File: src/rtl/regfile_pkg.sv
`default_nettype none
// ============================================================================
// Module      : regfile_pkg
// Description : Shared constants and scan state encoding for the 16 x 32
//               register file and its scan reader.
// Revision    : 1.0 - initial release
// ============================================================================
package regfile_pkg;

  localparam int REG_ADDR_W = 4;
  localparam int REG_DATA_W = 32;
  localparam int NUM_REGS   = 2 ** REG_ADDR_W;

  // Scan reader sequencing states
  typedef enum logic [1:0] {
    IDLE = 2'd0,
    READ = 2'd1,
    SEND = 2'd2,
    FIN  = 2'd3
  } scan_state_t;

  // Number of registers covered by an inclusive range, accounting for wrap
  function automatic int unsigned range_len(input logic [REG_ADDR_W-1:0] first_reg,
                                            input logic [REG_ADDR_W-1:0] last_reg);
    logic [REG_ADDR_W-1:0] span;
    span = last_reg - first_reg;
    return int'(span) + 1;
  endfunction

endpackage : regfile_pkg
`default_nettype wire

File: src/rtl/regscan_idx_counter.sv
`default_nettype none
// ============================================================================
// Module      : regscan_idx_counter
// Description : Loadable modulo-2**ADDR_W index incrementer paired with a
//               remaining-count down-counter. is_last flags the final index.
// Revision    : 1.0 - initial release
// ============================================================================
module regscan_idx_counter #(
  parameter int ADDR_W = 4
) (
  input  logic              clk,
  input  logic              clr,
  input  logic              load,
  input  logic              step,
  input  logic [ADDR_W-1:0] first_reg,
  input  logic [ADDR_W-1:0] last_reg,
  output logic [ADDR_W-1:0] idx,
  output logic              is_last
);

  logic [ADDR_W-1:0] remain;

  // Load the range on start; advance index and count down on each step.
  // Index arithmetic is naturally modulo 2**ADDR_W, so the top index wraps to 0.
  always_ff @(posedge clk or negedge clr) begin
    if (!clr) begin
      idx    <= '0;
      remain <= '0;
    end else if (load) begin
      idx    <= first_reg;
      remain <= last_reg - first_reg;
    end else if (step && (remain != '0)) begin
      idx    <= idx + ADDR_W'(1);
      remain <= remain - ADDR_W'(1);
    end
  end

  assign is_last = (remain == '0);

endmodule : regscan_idx_counter
`default_nettype wire

File: src/rtl/regfile_scan_reader.sv
`default_nettype none
// ============================================================================
// Module      : regfile_scan_reader
// Description : Read-side scan initiator for the register file. Walks an
//               inclusive (wrapping) register range, captures each word and
//               streams it on a valid/ready interface tagged with its index.
//               Optional macro REGSCAN_PARITY_EN adds out_par, the XOR-reduce
//               of out_data registered alongside it.
// Revision    : 1.0 - initial release
// ============================================================================
module regfile_scan_reader
  import regfile_pkg::*;
#(
  parameter int DATA_W = REG_DATA_W,
  parameter int ADDR_W = REG_ADDR_W
) (
  input  logic              clk,
  input  logic              clr,
  input  logic              start,
  input  logic [ADDR_W-1:0] first_reg,
  input  logic [ADDR_W-1:0] last_reg,
  output logic [ADDR_W-1:0] ra,
  input  logic [DATA_W-1:0] rd_data,
  output logic [DATA_W-1:0] out_data,
  output logic [ADDR_W-1:0] out_idx,
  output logic              out_valid,
  input  logic              out_ready,
  output logic              busy,
  output logic              done
`ifdef REGSCAN_PARITY_EN
  ,
  output logic              out_par
`endif
);

  scan_state_t state;
  logic        cnt_load;
  logic        cnt_step;
  logic        cnt_last;
  logic        handshake;

  // A word leaves only when it is both offered and accepted
  assign handshake = (state == SEND) && out_valid && out_ready;
  assign cnt_load  = (state == IDLE) && start;
  assign cnt_step  = handshake && !cnt_last;

  // Index / remaining-count tracking; its index register is the read address
  regscan_idx_counter #(
    .ADDR_W (ADDR_W)
  ) u_idx_counter (
    .clk       (clk),
    .clr       (clr),
    .load      (cnt_load),
    .step      (cnt_step),
    .first_reg (first_reg),
    .last_reg  (last_reg),
    .idx       (ra),
    .is_last   (cnt_last)
  );

  // Scan sequencer with registered stream and status outputs
  always_ff @(posedge clk or negedge clr) begin
    if (!clr) begin
      state     <= IDLE;
      out_data  <= '0;
      out_idx   <= '0;
      out_valid <= 1'b0;
      busy      <= 1'b0;
      done      <= 1'b0;
`ifdef REGSCAN_PARITY_EN
      out_par   <= 1'b0;
`endif
    end else begin
      case (state)
        IDLE: begin
          done <= 1'b0;
          if (start) begin
            busy  <= 1'b1;
            state <= READ;
          end
        end
        READ: begin
          // rd_data is a combinational function of ra, so it is valid here
          out_data  <= rd_data;
          out_idx   <= ra;
          out_valid <= 1'b1;
`ifdef REGSCAN_PARITY_EN
          out_par   <= ^rd_data;
`endif
          state     <= SEND;
        end
        SEND: begin
          if (handshake) begin
            out_valid <= 1'b0;
            if (cnt_last) begin
              done  <= 1'b1;
              state <= FIN;
            end else begin
              state <= READ;
            end
          end
        end
        FIN: begin
          done  <= 1'b0;
          busy  <= 1'b0;
          state <= IDLE;
        end
        default: begin
          state <= IDLE;
        end
      endcase
    end
  end

endmodule : regfile_scan_reader
`default_nettype wire

File: config.mk
export PLATFORM = sky130hd
export DESIGN_NAME = regfile_scan_reader
export DESIGN_NICKNAME = d
export VERILOG_FILES = /design/src/rtl/regfile_pkg.sv /design/src/rtl/regscan_idx_counter.sv /design/src/rtl/regfile_scan_reader.sv
export SDC_FILE = /design/constraint.sdc
export NUM_CORES = 1
export LEC_CHECK = 0
export ABC_AREA = 0
export CORE_MARGIN = 1
export CORE_UTILIZATION = 30
export DETAILED_ROUTE_END_ITERATION = 8
export GPL_ROUTABILITY_DRIVEN = 0
export PLACE_DENSITY = 0.56
export REMOVE_ABC_BUFFERS = 1
export SLEW_MARGIN = 25
export SYNTH_ARGS = -nofsm -noshare
export SYNTH_HDL_FRONTEND = slang
export SYNTH_SLANG_ARGS = --single-unit
File: constraint.sdc
create_clock -name clk -period 4.1 [get_ports clk]
set_clock_uncertainty 0.2 [all_clocks]
set_input_delay 0.82 -clock clk [delete_from_list [all_inputs] [get_ports clk]]
set_output_delay 0.82 -clock clk [all_outputs]
set_load 0.005 [all_outputs]
======== Word level (Yosys, flattened, before mapping) ========
Cells that the tools add are included.
storage, ports and cells
  input bits .............................. 44
  flip-flop bits (word level) ............. 49
  word-level logic and storage cells ...... 50
  output and inout port bits .............. 43
cells by class
  equal/unequal tests ..................... 6
  reductions and logical operators ........ 18
  add/subtract/negate cells ............... 3
  muxes and demuxes ....................... 15
operators with widths
  operator                                              count
  two-way mux 4 bit                                     4
  case mux 2 bit (4 select lines)                       1
  nonzero test 2 bit                                    4
  two-way mux 2 bit                                     3
  != test 2 bit (second input constant)                 3
  case mux 1 bit (2 select lines)                       3
  AND reduction 2 bit                                   3
  logical AND 1 bit                                     5
  adder 4 x 1 -> 4 bit (second input constant)          1
  equality test 2 bit (second input constant)           2
  zero test 4 bit                                       1
  two-way mux 1 bit                                     4
  nonzero test 4 bit                                    1
  subtractor 4 x 1 -> 4 bit (second input constant)     1
  subtractor 4 bit                                      1
  AND reduction 3 bit                                   1
  equality test 2 x 1 -> 1 bit (second input constant)  1
  zero test 2 bit                                       1
  OR reduction 2 bit                                    1
  zero test 1 bit                                       1

======== Depth between registers and ports, before layout ========
Gate-level depths: netlist of run 1.
  depth in word-level cells ............... 7
  gate-level depth with buffers ........... 7
  depth with buffers taken out ............ 7

======== Cells and area by module ========
A second synthesis of run 1 with hierarchy kept.
second synthesis, totals
  cells, all modules ...................... 174
  area, all modules ....................... 2398.6 µm²
modules (own cells, without submodules)
  module               area each (µm²)  cells each  times used  seq. area each (µm²)
  regfile_scan_reader  1794.2           107         1           1026.0
  regscan_idx_counter  604.3            67          1           200.2

======== Least setup slack after synthesis of run 1 ========
No wires, ideal clock.
  path type ............................... input to register
  start ................................... in first_reg[1]
  end ..................................... reg u_idx_counter.remain[3]
  arrival time ............................ 1.834 ns
  required time ........................... 3.828 ns
  stages on the path ...................... 6
  setup time .............................. 0.072 ns
  slack ................................... 1.994 ns
  path buffers ............................ 0
  path through ............................ inv_1 ha_1 nor2b_1 o21a_1 or3_1 nand4b_1
on the way
  word-level cells in the longest chain between the ends .. 2
RTL lines
  element               RTL line                   source
  from (decl)           regfile_scan_reader.sv:20  input logic [ADDR_W-1:0] first_reg,
  subtractor 4 bit      regscan_idx_counter.sv:31  remain <= last_reg - first_reg;
  two-way mux 4 bit     regscan_idx_counter.sv:29  end else if (load) begin
  to (signal assigned)  regscan_idx_counter.sv:31
  to (signal assigned)  regscan_idx_counter.sv:34  remain <= remain - ADDR_W'(1);
  to (decl)             regscan_idx_counter.sv:21  logic [ADDR_W-1:0] remain;
No other way between the ends.
A chain may end at the register's enable or synchronous reset.

======== Final worst setup path of run 1 ========
Same ends and word-level chain as after synthesis.

==> results of run 1 <==
==> report_power, final <==
group	internal, uW	switching (uW)	leakage, uW	total [uW]
logic	741	399	0.000757	1140
registers	729	145	0.000570	873
clock network	183	165	0.0000554	349
total	1650	709	0.00138	2360
==> per-stage QoR <==
step,setup WS (ns),util,hold WS (ns),instances,cell area [sq um]
after floorplan,1.925,-,0.3055,167,2201
after global placement,1.464,0.4422,0.2880,353,3191
after detailed placement,1.413,0.4422,0.2942,353,3191
after CTS,1.737,0.4577,0.3168,361,3302
after global routing,1.693,0.4577,0.3306,361,3302
final,1.729,0.4577,0.3098,361,3302
==> cell usage in the layout (no fill, tap or decap), drive strengths merged <==
master,instances
and2,1
fa,1
nor2b,2
dfrtp,49
o22ai,1
mux2,38
a21oi,6
nand4b,1
clkdlybuf4s50,85
a22o,1
nor2,8
or3,1
or3b,1
nand2,6
nor3,2
inv,11
a211oi,1
xnor2,4
mux2i,3
clkbuf,6
o21ai,6
nor3b,1
nand4,1
xor2,3
o21a,1
o32a,1
bufinv,1
ha,11
nand3,5
clkinv,1
and3,1
buf,2
==> layout make-up <==
type / count / area share
timing repair buffer: 87 / 0.2615
sequential: 49 / 0.3714
inverter: 11 / 0.01250
tap: 99 / 0.03751
multi-input combinational: 107 / 0.2834
clock inverter: 2 / 0.01175
clock buffer: 6 / 0.02198
==> state kept, by name, indices dropped and copies added, names as in the netlist <==
register	flops
state	2
u_idx_counter.remain	4
u_idx_counter.idx	4
out_idx	4
out_valid	1
busy	1
out_data	32
done	1
==> per-layer routing <==
| layer | part of all wire | GRT usage | wire length [microns] |
|---|---|---|---|
| met2 | 0.45 | 0.2079 | 2115 |
| met4 | 0.0041 | 0.03519 | 19 |
| met5 | 0 | 0 | 0 |
| met3 | 0.078 | 0.04901 | 366 |
| met1 | 0.46 | 0.1576 | 2171 |
==> path summary, 6_finish.rpt <==
kind / to / slack (ns) / cells after the start
max reg2reg: out_idx[1] / 1.99 / 3
max: u_idx_counter.remain[3] / 1.73 / 7
min in group asynchronous: busy / 0.39 / 1
min: out_data[19] / 0.31 / 1
min reg2reg: out_data[19] / 0.31 / 1
max in group asynchronous: out_data[13] / 2.59 / 2
==> synth_stat cells <==
master     n
and3_2     1
nand4b_1   1
nand4_1    1
o21a_1     1
fa_1       1
a22o_1     1
mux2i_1    3
or3b_4     1
nor2_1     7
inv_1     11
nor3b_1    1
o32a_1     1
ha_1      11
xnor2_1    4
buf_2      4
mux2_2    37
dfrtp_1   49
mux2_1     1
clkbuf_1   1
a211oi_1   1
nand3_1    5
o21ai_1    1
nand2_1    6
xor2_1     3
or3_1      1
nor2_2     1
o22ai_1    1
and2_1     1
o21ai_0    5
a21oi_1    6
nor3_1     2
nor2b_1    2
==> logic make-up (layout without fill, tap and decap cells) <==
logic type      count (synthesis)  count (layout)  share of synthesized area
compound gates                 17              17                    0.04500
xor+xnor                        7               7                    0.02756
fa+ha+maj                      12              12                    0.07087
buf+inv                        16             106                    0.02925
flops                          49              49                     0.5512
mux                            41              41                     0.2058
simple gates                   30              30                    0.07031
==> worst max-delay path: stages <==
cell and delay (ns):
clkdlybuf4s50_1 0.49, inv_1 0.08, ha_1 0.28, nor2b_1 0.13, o21a_1 0.17, or3_1 0.34
nand4b_1 0.10
==> flow_summary.toml, run 1 <==
[yosys]
ys.warnings.count = 0
synth_top_cell_area_share = 0.5512
synth-seq-cells = 49
ys_seq_area_frac = 0.5512
synth_area_per_cell_sq_um = 12.93
netlist_area_sq_um = 2225
synth_top_area_cell = "dfrtp_1"
yosysUniqueCellTypes = 32
synth_area_leaders = "dfrtp_1 (55%), mux2_2 (19%), ha_1 (6.2%)"
synth_cells = 172

[timing]
hold_viol_final = 0
fin_crit_ns = 2.371
worst_pin_slew_ns = 0.9080
fin_tns_setup_ns = 0
slew_headroom = 0.3946
maxSlewViolCount = 0
rsz0062_at_grt = "false"
max_freq_ghz = 0.4217
finalSetupViolations = 0
fin_crit_sh = 0.5783

[power]
power_uw = 2361
p_leak_uw = 0.001383
power_density_nw_per_um2 = 715.2
vdd_drop_max_uv = 283.1

[route]
dr.pass1.iters = 4
vias_per_cell = 4.410
final_antenna_net_count = 0
drc_errors = 0
routedWlPerCell_microns = 12.94
drtIter0Drc = 46
wl_microns = 4672
via_count = 1592

[cts]
post_cts_resized = 0
clk_pin_slew_ns = 0.09
cts_setup_buffers = 0
cts_tree = "done"
h-tree-depth = 2
cts-root-buf = "clkbuf_8"
cts_buffers = 5
clock_path_buffers = 2
hold_buffers = 0
cts.sinks = 49
clock_latency_ns = 0.30

[layout]
area_delta_synth_final_pct = 48.43
layout.nets = 317
layout-drive-gt1-share = 0.1908
ff_latch_area_sq_um = 1226
n_fill_cell = 719
multi_input_comb_area_sq_um = 935.9
num_antenna_cells = 0

[die]
rows = 31
core_sq_um = 7214
die-width_microns = 88.11
die_h_microns = 88.11
io-pin-count = 87
dieArea_sq_um = 7763
initial_core_util = 0.3084

[placement]
dp_hpwl_microns = 3375
io_buffers = 86

[setup_path]
worstPathRequired_ns = 4.14
path_class = "input port to flop"
cp-end-kind = "flop"
critPathMaxFanout = 2
critPathArrivalTime_ns = 2.41
start_kind = "input port"
rr_startpoint = "state[1]"
setup.worst_path.start = "first_reg[1]"

[global_routing]
grt_util_all_layers = 0.1273
grt_start_max_net_pins = 38
grt_pass1_vias = 1582
grt-ovfl-total = 0
grt_first_pass_wirelength_microns = 7396
grt_antenna_before_repair = 0

[run]
cap_violations = 0

[hold_path]
hold_class = "flop to flop"
hp-start = "out_data[19]"

[status]
status = "finished, final reports clean"
(Power assumes the default switching activity.)
==> inputs of run 2 (changes only) <==
--- a/config.mk
+++ b/config.mk
@@ -10,7 +10,7 @@
 export CORE_UTILIZATION = 30
 export DETAILED_ROUTE_END_ITERATION = 8
 export GPL_ROUTABILITY_DRIVEN = 0
-export PLACE_DENSITY = 0.56
+export PLACE_DENSITY = 0.58
 export REMOVE_ABC_BUFFERS = 1
 export SLEW_MARGIN = 25
 export SYNTH_ARGS = -nofsm -noshare
==> constraint.sdc (replaced) <==
create_clock -name clk -period 1.98 [get_ports clk]
set_clock_uncertainty 0.2 [all_clocks]
set_input_delay 0.396 -clock clk [delete_from_list [all_inputs] [get_ports clk]]
set_output_delay 0.396 -clock clk [all_outputs]
set_load 0.005 [all_outputs]
==> flow_summary.toml, run 2 (synthesis results as in run 1) <==
[route]
wl_microns = 4758
vias_per_cell = 4.398
dr.pass1.iters = 4
drc_errors = 0
final_antenna_net_count = 0
drtIter0Drc = 32
routedWlPerCell_microns = 12.79
via_count = 1636

[setup_path]
critPathArrivalTime_ns = 1.91
cp-end-kind = "flop"
critPathMaxFanout = 4
worst-r2r-setup-slack_ns = 0.07
crit_family = "simple AND/OR/NAND/NOR gates"
worst-path-buf-inv = 1
worstPathRequired_ns = 1.97
start_kind = "flop"
slowest_stage = "or3b_4"
slowest_delay_ns = 0.41
path_class = "flop to flop"
cp_cell_sequence = "inv_2 -> ha_2 -> or3b_4 -> nor2_4 -> mux2_4 -> a22o_1"

[cts]
cts_buffers = 5
cts.sinks = 49
clock_path_buffers = 2
h-tree-depth = 2
cts-root-buf = "clkbuf_8"
clock_latency_ns = 0.30
clk_pin_slew_ns = 0.09
cts_tree = "done"

[timing]
rsz0062_at_grt = "false"
max_freq_ghz = 0.5227
fin_crit_ns = 1.913
setup_slack_ns = 0.06672
worst_pin_slew_ns = 0.3603
fin_tns_setup_ns = 0
slew_headroom = 0.7598
fin_crit_sh = 0.9663
hold_viol_final = 0
finalSetupViolations = 0
maxSlewViolCount = 0

[status]
status = "finished, final reports clean"

[global_routing]
grt_util_all_layers = 0.1281
grt-ovfl-total = 0
grt_pass1_vias = 1640
grt_antenna_before_repair = 0
grt_start_max_net_pins = 37
grt_first_pass_wirelength_microns = 7562

[layout]
layout_commonest_cell = "clkdlybuf4s50_1"
layout.nets = 328
layout-drive-gt1-share = 0.2381
largest_reg_flops = 32
layout_common_cells = "clkdlybuf4s50_1 (84), dfrtp_1 (49), mux2_2 (37)"
num_antenna_cells = 0
area_delta_synth_final_pct = 52.92
regMostFlops = "out_data"

[placement]
dp_hpwl_microns = 3511
io_buffers = 86
preCtsSetupSlack_ns = -0.2897

[run]
cap_violations = 0

[power]
power_uw = 4911
power_density_nw_per_um2 = 1444
vdd_drop_max_uv = 647.3
p_leak_uw = 0.001432

[die]
die_h_microns = 88.11
dieArea_sq_um = 7763
rows = 31
die-width_microns = 88.11
core_sq_um = 7214
initial_core_util = 0.3084
io-pin-count = 87

[hold_path]
hold_class = "input port to flop"
run 2: cell count changes in the layout (fill, tap and decap cells not counted), moves of 2 or more:
cell and change:
clkinvlp_4 +2, buf_12 +2, inv_2 +3, buf_4 +8, inv_1 -3
run 2: area by class of cell:
class                      count  area [sq um]
clock buffer                   6         72.57
clock inverter                 2         15.01
fill                         693          3812
inverter                      11         41.29
multi-input combinational    107         947.2
sequential                    49          1226
tap                           99         123.9
timing repair buffer          98         975.9
run 2: what timing repair did:
item | CTS | global route
resized for setup | 0 | 7
hold buffers | 1 | 0
setup endpoints to repair | 0 | 2
setup buffers | 0 | 2
hold endpoints to repair | 13 | 0
run 2: power breakdown:
group	switching, uW	leakage, uW	internal [uW]
Combinational	869	0.000824	1650
Sequential	296	0.000570	1510
Clock	334	0.0000374	249
Total	1500	0.00143	3410
run 2: worst paths after layout:
check | start | endpoint | depth (start not counted)
max | u_idx_counter.remain[0] | done | 6
min | first_reg[1] | u_idx_counter.idx[1] | 3
max reg2reg | u_idx_counter.remain[0] | done | 6
min reg2reg | out_data[16] | out_data[16] | 1
max in group asynchronous | clr | out_idx[2] | 3
min in group asynchronous | clr | u_idx_counter.remain[2] | 2
run 2: routing by layer:
metal | global-route usage | vias up | routed length (microns)
met5 | 0 | - | 0
met4 | 0.04106 | 0 | 77
met3 | 0.05938 | 8 | 414
met2 | 0.2037 | 61 | 2174
met1 | 0.1547 | 771 | 2092
li1 | - | 796 | -
run 2: tightest hold or removal path, delay by kind of cell:
family | cells | cell delay (ns)
compound gates | 1 | 0.10
simple gates | 1 | 0.06
buf+inv | 1 | 0.12
run 2: through the flow:
| stage | area [sq um] | cells | hold WS, ns | utilization |
|---|---|---|---|---|
| finish | 3402 | 372 | 0.2274 | 0.4716 |
| global route | 3402 | 372 | 0.2128 | 0.4716 |
| CTS | 3373 | 370 | 0.3171 | 0.4676 |
| detailed placement | 3276 | 361 | 0.1297 | 0.4540 |
| global placement | 3276 | 361 | 0.1358 | 0.4540 |
| floorplan | 2201 | 167 | -0.09959 | - |
